==> src/rtl/shift_reg_universal.sv <==
// Universal WIDTH-bit shift register: hold, shift right/left, parallel load and preset,
// with a shift counter that strobes word_valid once per WIDTH accumulated shifts.
module shift_reg_universal #(
  parameter int unsigned           WIDTH      = 6,
  parameter logic [WIDTH-1:0]      PRESET_VAL = {WIDTH{1'b1}},
  localparam int unsigned          CNT_W      = $clog2(WIDTH + 1)
) (
  input  logic             clk,
  input  logic             reset,
  input  logic             preset,
  input  logic             en,
  input  logic [1:0]       mode,
  input  logic             sin_r,
  input  logic             sin_l,
  input  logic [WIDTH-1:0] pin,
  output logic [WIDTH-1:0] q,
  output logic             sout_r,
  output logic             sout_l,
  output logic [CNT_W-1:0] shift_cnt,
  output logic             word_valid
);

  localparam logic [1:0] ModeHold  = 2'b00;
  localparam logic [1:0] ModeRight = 2'b01;
  localparam logic [1:0] ModeLeft  = 2'b10;
  localparam logic [1:0] ModeLoad  = 2'b11;

  localparam logic [CNT_W-1:0] CntLast = CNT_W'(WIDTH - 1);

  logic [WIDTH-1:0] q_d, q_q;
  logic [CNT_W-1:0] cnt_d, cnt_q;
  logic             word_valid_d, word_valid_q;
  logic             shift;

  always_comb begin
    q_d          = q_q;
    cnt_d        = cnt_q;
    word_valid_d = 1'b0;
    shift        = 1'b0;
    if (preset) begin
      q_d   = PRESET_VAL;
      cnt_d = '0;
    end else if (en) begin
      unique case (mode)
        ModeHold: ;
        ModeRight: begin
          q_d   = {sin_r, q_q[WIDTH-1:1]};
          shift = 1'b1;
        end
        ModeLeft: begin
          q_d   = {q_q[WIDTH-2:0], sin_l};
          shift = 1'b1;
        end
        ModeLoad: begin
          q_d   = pin;
          cnt_d = '0;
        end
        default: ;
      endcase
    end
    // Both directions share one counter; a word completes on the WIDTH-th shift.
    if (shift) begin
      if (cnt_q == CntLast) begin
        cnt_d        = '0;
        word_valid_d = 1'b1;
      end else begin
        cnt_d = cnt_q + CNT_W'(1);
      end
    end
  end

  always_ff @(posedge clk or negedge reset) begin
    if (!reset) begin
      q_q          <= '0;
      cnt_q        <= '0;
      word_valid_q <= 1'b0;
    end else begin
      q_q          <= q_d;
      cnt_q        <= cnt_d;
      word_valid_q <= word_valid_d;
    end
  end

  assign q          = q_q;
  assign sout_r     = q_q[0];
  assign sout_l     = q_q[WIDTH-1];
  assign shift_cnt  = cnt_q;
  assign word_valid = word_valid_q;

endmodule

==> config.mk <==
export PLATFORM = sky130hd
export DESIGN_NAME = shift_reg_universal
export DESIGN_NICKNAME = d
export VERILOG_FILES = /design/src/rtl/shift_reg_universal.sv
export SDC_FILE = /design/constraint.sdc
export NUM_CORES = 1
export LEC_CHECK = 0
export CAP_MARGIN = 20
export CORE_ASPECT_RATIO = 1.25
export CORE_MARGIN = 3
export CORE_UTILIZATION = 40
export CTS_BUF_LIST = sky130_fd_sc_hd__clkbuf_16
export DETAILED_ROUTE_END_ITERATION = 10
export PLACE_DENSITY_LB_ADDON = 0.15
export SETUP_SLACK_MARGIN = 0.2
export SYNTH_ARGS = -nofsm -noshare
export SYNTH_HDL_FRONTEND = slang
export SYNTH_SLANG_ARGS = --single-unit
==> constraint.sdc <==
create_clock -name clk -period 0.95 [get_ports clk]
set_input_delay 0.285 -clock clk [delete_from_list [all_inputs] [get_ports clk]]
set_output_delay 0.285 -clock clk [all_outputs]
set_load 0.05 [all_outputs]
==> results of run 1 <==
==> placed cells by master (no fill, tap or decap) <==
master / Yosys / final
a21oi_2: 1 / 1
a21oi_4: 0 / 1
a22o_1: 2 / 2
a2bb2oi_1: 6 / 4
a2bb2oi_2: 0 / 2
a311oi_2: 0 / 1
and2_1: 6 / 6
and2b_2: 2 / 2
and3_4: 0 / 6
and3b_1: 1 / 1
and4bb_1: 1 / 1
buf_12: 0 / 13
buf_4: 3 / 18
buf_6: 1 / 11
buf_8: 0 / 2
clkbuf_16: 0 / 3
clkdlybuf4s50_1: 0 / 9
clkinv_1: 0 / 1
dfrtp_1: 10 / 1
dfrtp_2: 0 / 9
dlygate4sd2_1: 0 / 2
ha_2: 0 / 1
ha_4: 0 / 4
inv_12: 0 / 1
inv_2: 0 / 1
inv_4: 0 / 1
mux2_4: 1 / 1
nand2b_1: 8 / 7
nand2b_4: 0 / 1
nor2_1: 2 / 1
nor2_4: 0 / 1
nor2b_1: 5 / 5
o31ai_4: 0 / 1
o32ai_2: 6 / 6
==> area by class of cell <==
class                           count  area share, %
Clock buffer                        3           4.50
Clock inverter                      1          0.225
Inverter                            3           1.58
Multi-Input combinational cell     55           37.2
Sequential cell                    10           15.7
Tap cell                           19           1.43
Timing Repair Buffer               55           39.4
==> worst max-delay path, stage by stage <==
cell       delay (ns)
buf_8            0.10
buf_12           0.13
buf_6            0.11
ha_4             0.15
o31ai_4          0.28
nand2b_4         0.13
a2bb2oi_2        0.18
==> cells by family (layout without fill, tap and decap cells) <==
group | Yosys count | in the layout | share of synthesized area, %
flip-flops | 10 | 10 | 32.2
AO/OA/AOI/OAI | 18 | 18 | 25.4
buffers and inverters | 8 | 62 | 6.43
AND/OR/NAND/NOR | 31 | 31 | 26.0
adder cells (fa/ha/maj) | 5 | 5 | 8.04
multiplexers | 1 | 1 | 1.93
==> where the power goes <==
group          total [mW]  switching [mW]  internal (mW)
Combinational       0.679           0.303          0.376
Clock               0.749           0.197          0.552
Sequential          0.471          0.0224          0.448
==> sequential cells by signal, summed over array words and instances (netlist names) <==
| name | cells |
|---|---|
| shift_cnt | 3 |
| q | 6 |
| word_valid | 1 |
==> per-stage QoR <==
stage | instance area (um^2) | setup WS, ns | util, % | setup TNS, ns
finish | 1670 | -0.319 | 92.2 | -5.40
global route | 1670 | -0.364 | 92.2 | -5.97
CTS | 1610 | -0.298 | 89.2 | -4.91
detailed placement | 1380 | -0.953 | 76.5 | -9.11
global placement | 1380 | -0.917 | 76.5 | -8.84
floorplan | 913 | -0.234 | - | -1.79
==> worst paths after layout <==
kind | end | slack, ns | depth (start not counted)
setup / recovery | q[2]$_DFFE_PN0P_ | -0.32 | 7
max in group asynchronous | q[4]$_DFFE_PN0P_ | 0.42 | 2
setup reg to reg | q[4]$_DFFE_PN0P_ | -0.21 | 4
hold reg to reg | q[0]$_DFFE_PN0P_ | 0.65 | 1
hold / removal | shift_cnt[1]$_DFFE_PN0P_ | 0.37 | 2
min in group clk | shift_cnt[0]$_DFFE_PN0P_ | 0.61 | 2
==> timing repair <==
action | 4_1_cts | 5_1_grt
resized for setup | 34 | 5
hold endpoints to repair | 0 | 0
setup endpoints to repair | 22 | 22
setup buffers | 10 | 4
pin swaps | 10 | 7
==> layer usage <==
layer | GRT usage (%) | vias up
met5 | 0 | -
met4 | 8.37 | 0
met3 | 5.21 | 8
met2 | 38.1 | 21
met1 | 32.0 | 409
li1 | - | 372
==> impl_metrics.ini, run 1 <==
[status]
status = finished with violations
violations = negative setup slack

[detailed_routing]
top_layer_used = met4
dr.pass1.iters = 4
finalWirelength_um = 2990
route.met3.wl_um = 94
via_per_inst = 5.55
wl_met1_um = 1130
dr_wl_met2_um = 1680
drc = 0
ant_nets = 0
drtIter0Drc = 11
wl_per_cell_um = 20.5
vias = 810

[synthesis]
synth_warnings = 0
synthesis.area_per_instance_um2 = 10.7
synth_ff_type = dfrtp_1
synth.net_count = 92
synth-async-reset-ratio_pct = 100
yosys.area.top_type = dfrtp_1
postSynthCellCount = 73
synth_top_area_share_pct = 32.2
synth-edff-count = 0
ys_seq_area_share_pct = 32.2
synthDistinctLibCells = 22
synthTopCellsByCount = 10 x dfrtp_1, 8 x nand2b_1
syn-cell-area_um2 = 778
netlist_top_cells_area = dfrtp_1 32%, o32ai_2 13%, ha_1 8.0%
synth_seq_cells = 10
yosysMostFrequentCell = dfrtp_1

[timing]
fmax_ghz = 0.788
tightest_slew_ns = 0.316
finalHoldViolations = 0
slew_violations = 0
skew_ns = 0.00806
hold_ws_ns = 0.371
finalCritPeriodShare_pct = 134
fin_ws_ns = -0.319
rsz0062_at_grt = true
setup_viol = 22
period_minus_slack_ns = 1.27
slew_headroom_pct = 78.9

[placed_design]
hpwl_um = 1480
io_buffer_count = 25
post-place-cells = 128
place_congestion = 0.674

[die]
dieWidth_um = 45.5
rows = 17
pin_count = 26
start_util_pct = 43.0
coreArea_um2 = 1810
fp.dieH_um = 55.3
dieArea_um2 = 2510

[cts]
cts_buffers = 3
ctsHoldBuffers = 0
cts_buffer_depth = 2
h-tree-depth = 1
clk_pin_slew_ns = 0.04
clock_latency_ns = 0.24
cts_root_buffer = clkbuf_16
cts_tree = done
clock-sinks = 10

[worst_setup_path]
crit_path_max_fanout = 6
path_class = in -> reg
critPathLaunchType = input port
reg2reg_from = q[5]$_DFFE_PN0P_
cp.arrival_ns = 1.38
cp.required_ns = 1.06
crit_start = mode[0]
worstSetupEndpointType = register

[global_routing]
grt_overflow = 0
grt_pass1_wl_um = 4540
grt_pass1_vias = 892
grt_max_degree = 15
grtUsageTotal_pct = 24.3
antenna_found_initial = 0

[min_path]
holdCritPathClass = in -> async

[finish]
area_growth_pct = 114
multi_input_area_um2 = 619
finalNonFillerCells = 146
final_layout_size_suffix_gt1_share_pct = 68.5
n_antenna_cell = 0
nNetsFinal = 147
fillCellCount = 61
seqCellArea_um2 = 262

[run]
maxCapViolCount = 0

[power]
leakage_nw = 0.694
power_mw = 1.90
p_per_area_nw_per_um2 = 1140
peakVddDrop_v = 0.00159
No activity file was read; power rests on OpenSTA's default activity.
==> run 2: changes to the inputs <==
CORE_MARGIN = 1   (was 3)
==> impl_metrics.ini, run 2 (synthesized netlist as in run 1, its figures left out) <==
[worst_setup_path]
path_class = in -> reg
path_delay_family = compound AO/OA/AOI/OAI gates
worstSetupEndpointType = register
critPathLaunchType = input port
crit_chain = buf_6 > buf_8 > ha_4 > buf_4 > and3_4 > o32ai_2 > a2bb2oi_1
crit_path_max_fanout = 8
rrSetupSlack_ns = -0.30
critPathSlowestCell = o32ai_2
critical_path.max_stage_delay_ns = 0.26
cp.required_ns = 1.04
path_buf_inv = 3
cp.arrival_ns = 1.42

[detailed_routing]
vias = 832
via_per_inst = 5.82
dr.pass1.iters = 4
wl_per_cell_um = 22.5
finalWirelength_um = 3220
drc = 0
ant_nets = 0
drtIter0Drc = 15

[timing]
skew_ns = 0.00166
tightest_slew_ns = 0.355
period_minus_slack_ns = 1.33
setup_viol = 22
rsz0062_at_grt = true
slew_headroom_pct = 76.3
finalCritPeriodShare_pct = 140
fmax_ghz = 0.753
slew_violations = 0
hold_ws_ns = 0.375
finalHoldViolations = 0
fin_ws_ns = -0.379
final.setup.tns_ns = -5.49

[finish]
layout_commonest_cell = buf_4
fillCellCount = 45
area_growth_pct = 117
largest_register_ffs = 6
multi_input_area_um2 = 661
nNetsFinal = 144
final_core_util_pct = 94.5
seqCellArea_um2 = 262
final_area_um2 = 1690
finalNonFillerCells = 143
n_antenna_cell = 0
layout_common_cells = 15 x buf_4, 13 x buf_12, 11 x buf_6, 9 x clkdlybuf4s50_1, 9 x dfrtp_2
final_layout_size_suffix_gt1_share_pct = 68.5

[min_path]
holdCritPathClass = in -> async

[power]
power_mw = 1.95
peakVddDrop_v = 0.00147
p_per_area_nw_per_um2 = 1160
leakage_nw = 0.687

[global_routing]
grt_pass1_wl_um = 4500
antenna_found_initial = 0
grtUsageTotal_pct = 29.4
grt_overflow = 0
grt_pass1_vias = 889
grt_max_degree = 15

[placed_design]
place_congestion = 0.692
io_buffer_count = 25
hpwl_um = 1460
post-place-cells = 127
pre_cts_ws_ns = -0.941
placed_area_um2 = 1380

[cts]
cts_buffer_depth = 2
cts_root_buffer = clkbuf_16
cts_buffers = 3
h-tree-depth = 1
clk_pin_slew_ns = 0.04
clock-sinks = 10
cts_tree = done
clock_latency_ns = 0.24
ctsHoldBuffers = 0

[die]
pin_count = 26
start_util_pct = 43.6
coreArea_um2 = 1790
fp.dieH_um = 51.3
rows = 17
dieArea_um2 = 2130
dieWidth_um = 41.5

[status]
status = finished with violations
violations = negative setup slack

[run]
maxCapViolCount = 0
run 2: cell count changes in the layout (fill, tap and decap cells not counted):
cell	delta
buf_4	-3
inv_2	-1
inv_4	+1
nand2b_1	-1
nand2b_4	+1
o32ai_2	-3
o32ai_4	+3
run 2: layer usage:
layer	global-route usage [%]	vias up	wire (um)
met2	55.5	39	1770
met4	11.3	0	105
met3	5.30	8	102
met5	0	-	0
li1	-	369	-
met1	32.1	416	1240
run 2: repair_timing:
action                                 4_1_cts  5_1_grt
setup endpoints to repair                   22       22
gates cloned                                 0        0
buffers inserted                            12        0
pin swaps                                   11        5
endpoints found under the hold margin        0        0
resized for setup                           34        7
run 2: worst paths after layout:
kind,startpoint,to,cells past startpoint
max in group asynchronous,reset,q[1]$_DFFE_PN0P_,2
min,reset,shift_cnt[0]$_DFFE_PN0P_,2
max,mode[1],q[2]$_DFFE_PN0P_,7
max reg2reg,q[3]$_DFFE_PN0P_,q[2]$_DFFE_PN0P_,4
min in group clk,preset,shift_cnt[0]$_DFFE_PN0P_,2
min reg2reg,shift_cnt[1]$_DFFE_PN0P_,shift_cnt[1]$_DFFE_PN0P_,1
run 2: report_power, final:
part / internal, mW / leakage [nW] / switching, mW / total (mW)
Combinational: 0.387 / 0.546 / 0.329 / 0.717
Sequential: 0.448 / 0.103 / 0.0211 / 0.469
Clock: 0.554 / 0.0385 / 0.211 / 0.764
run 2: cell type report:
type	count	share of cell area, %
well taps	19	1.41
flip-flops and latches	10	15.5
multi-input cells	55	39.1
clock inverters	1	0.222
inverters	3	1.70
clock buffers	3	4.45
repair buffers	52	37.6
run 2: worst reg2reg max path, stage by stage, from the launching register on:
cell and delay (ns):
dfrtp_2 0.40, buf_4 0.14, nor2b_1 0.13, o32ai_2 0.31, a2bb2oi_1 0.14
==> variant (config.mk and constraints of run 2) <==
Put a register stage on the outputs `sout_r` and `sout_l`, cleared by the reset. The values now appear one clock later. The other outputs are not delayed to match.
--- a/src/rtl/shift_reg_universal.sv
+++ b/src/rtl/shift_reg_universal.sv
@@ -83,6 +83,13 @@
 
   assign q          = q_q;
-  assign sout_r     = q_q[0];
-  assign sout_l     = q_q[WIDTH-1];
+  always_ff @(posedge clk or negedge reset) begin
+    if (!reset) begin
+      sout_r <= '0;
+      sout_l <= '0;
+    end else begin
+      sout_r <= q_q[0];
+      sout_l <= q_q[WIDTH-1];
+    end
+  end
   assign shift_cnt  = cnt_q;
   assign word_valid = word_valid_q;
Function: changed (Yosys sat finds a counterexample within 4 cycles, from zero or initial values and one cycle with reset low).
==> variant against run 2 <==
  * The flow now stops in global routing
  * Synthesized cell count is the same
  * Area after synthesis is 4.5% higher
==> variant: results (changes against run 2) <==
[sta]
worst_path_end_type = register input
grt-worst-endpoint = q[4]$_DFFE_PN0P_/D

[synthesis]
synth.net_count = 92  ; unchanged
ys.flop_type = dfrtp_1
synthArstFlopShare = 1.00  ; unchanged
synth.top_cells.by_count = dfrtp_1, nand2b_1
synthesis.area_um2 = 813  ; +4.5%
netlist_top_cells_area = dfrtp_1, o32ai_2, ha_1, a2bb2oi_1, nand2b_1
synth_cell_types = 22  ; unchanged
yosysWarningCount = 0  ; unchanged
ys_seq_area_frac = 0.369  ; +0.0477

[run_status]
tool.error = [ERROR DPL-0033] detailed placement checks failed during check placement.
lastStage = global routing
status = did not finish

[placement]
dpl.hpwl_mm = 1.53  ; +4.8%
io_buffers = 25  ; unchanged
place_congestion = 0.743  ; +7.4%
place_area_um2 = 1440  ; +4.5%

[clock_network]
cts_buffers = 3  ; unchanged
cts_sinks = 12  ; +2
htree_levels = 1  ; unchanged
cts_buffer_depth = 2  ; unchanged
root_buffer = clkbuf_16

[grt]
grt_max_degree = 13
antenna_found_initial = 0

## variant: kinds of logic after synthesis
group,count (synthesis),share of synthesized area
fa+ha+maj,5,0.0769
mux,1,0.0185
compound gates,18,0.243
simple gates,31,0.249
flops,12,0.369
buf+inv,6,0.0431
## variant: metrics by stage
step / setup TNS, ns / setup slack [ns] / instances
after detailed placement: -9.37 / -0.979 / 127
after floorplan: -1.69 / -0.234 / 73
after global placement: -8.74 / -0.922 / 127
after CTS: -4.67 / -0.267 / 143
## variant: what timing repair did
| item | CTS |
|---|---|
| endpoints found under the setup margin | 22 |
| pin swaps | 17 |
| resized for setup | 38 |
| setup buffers | 12 |
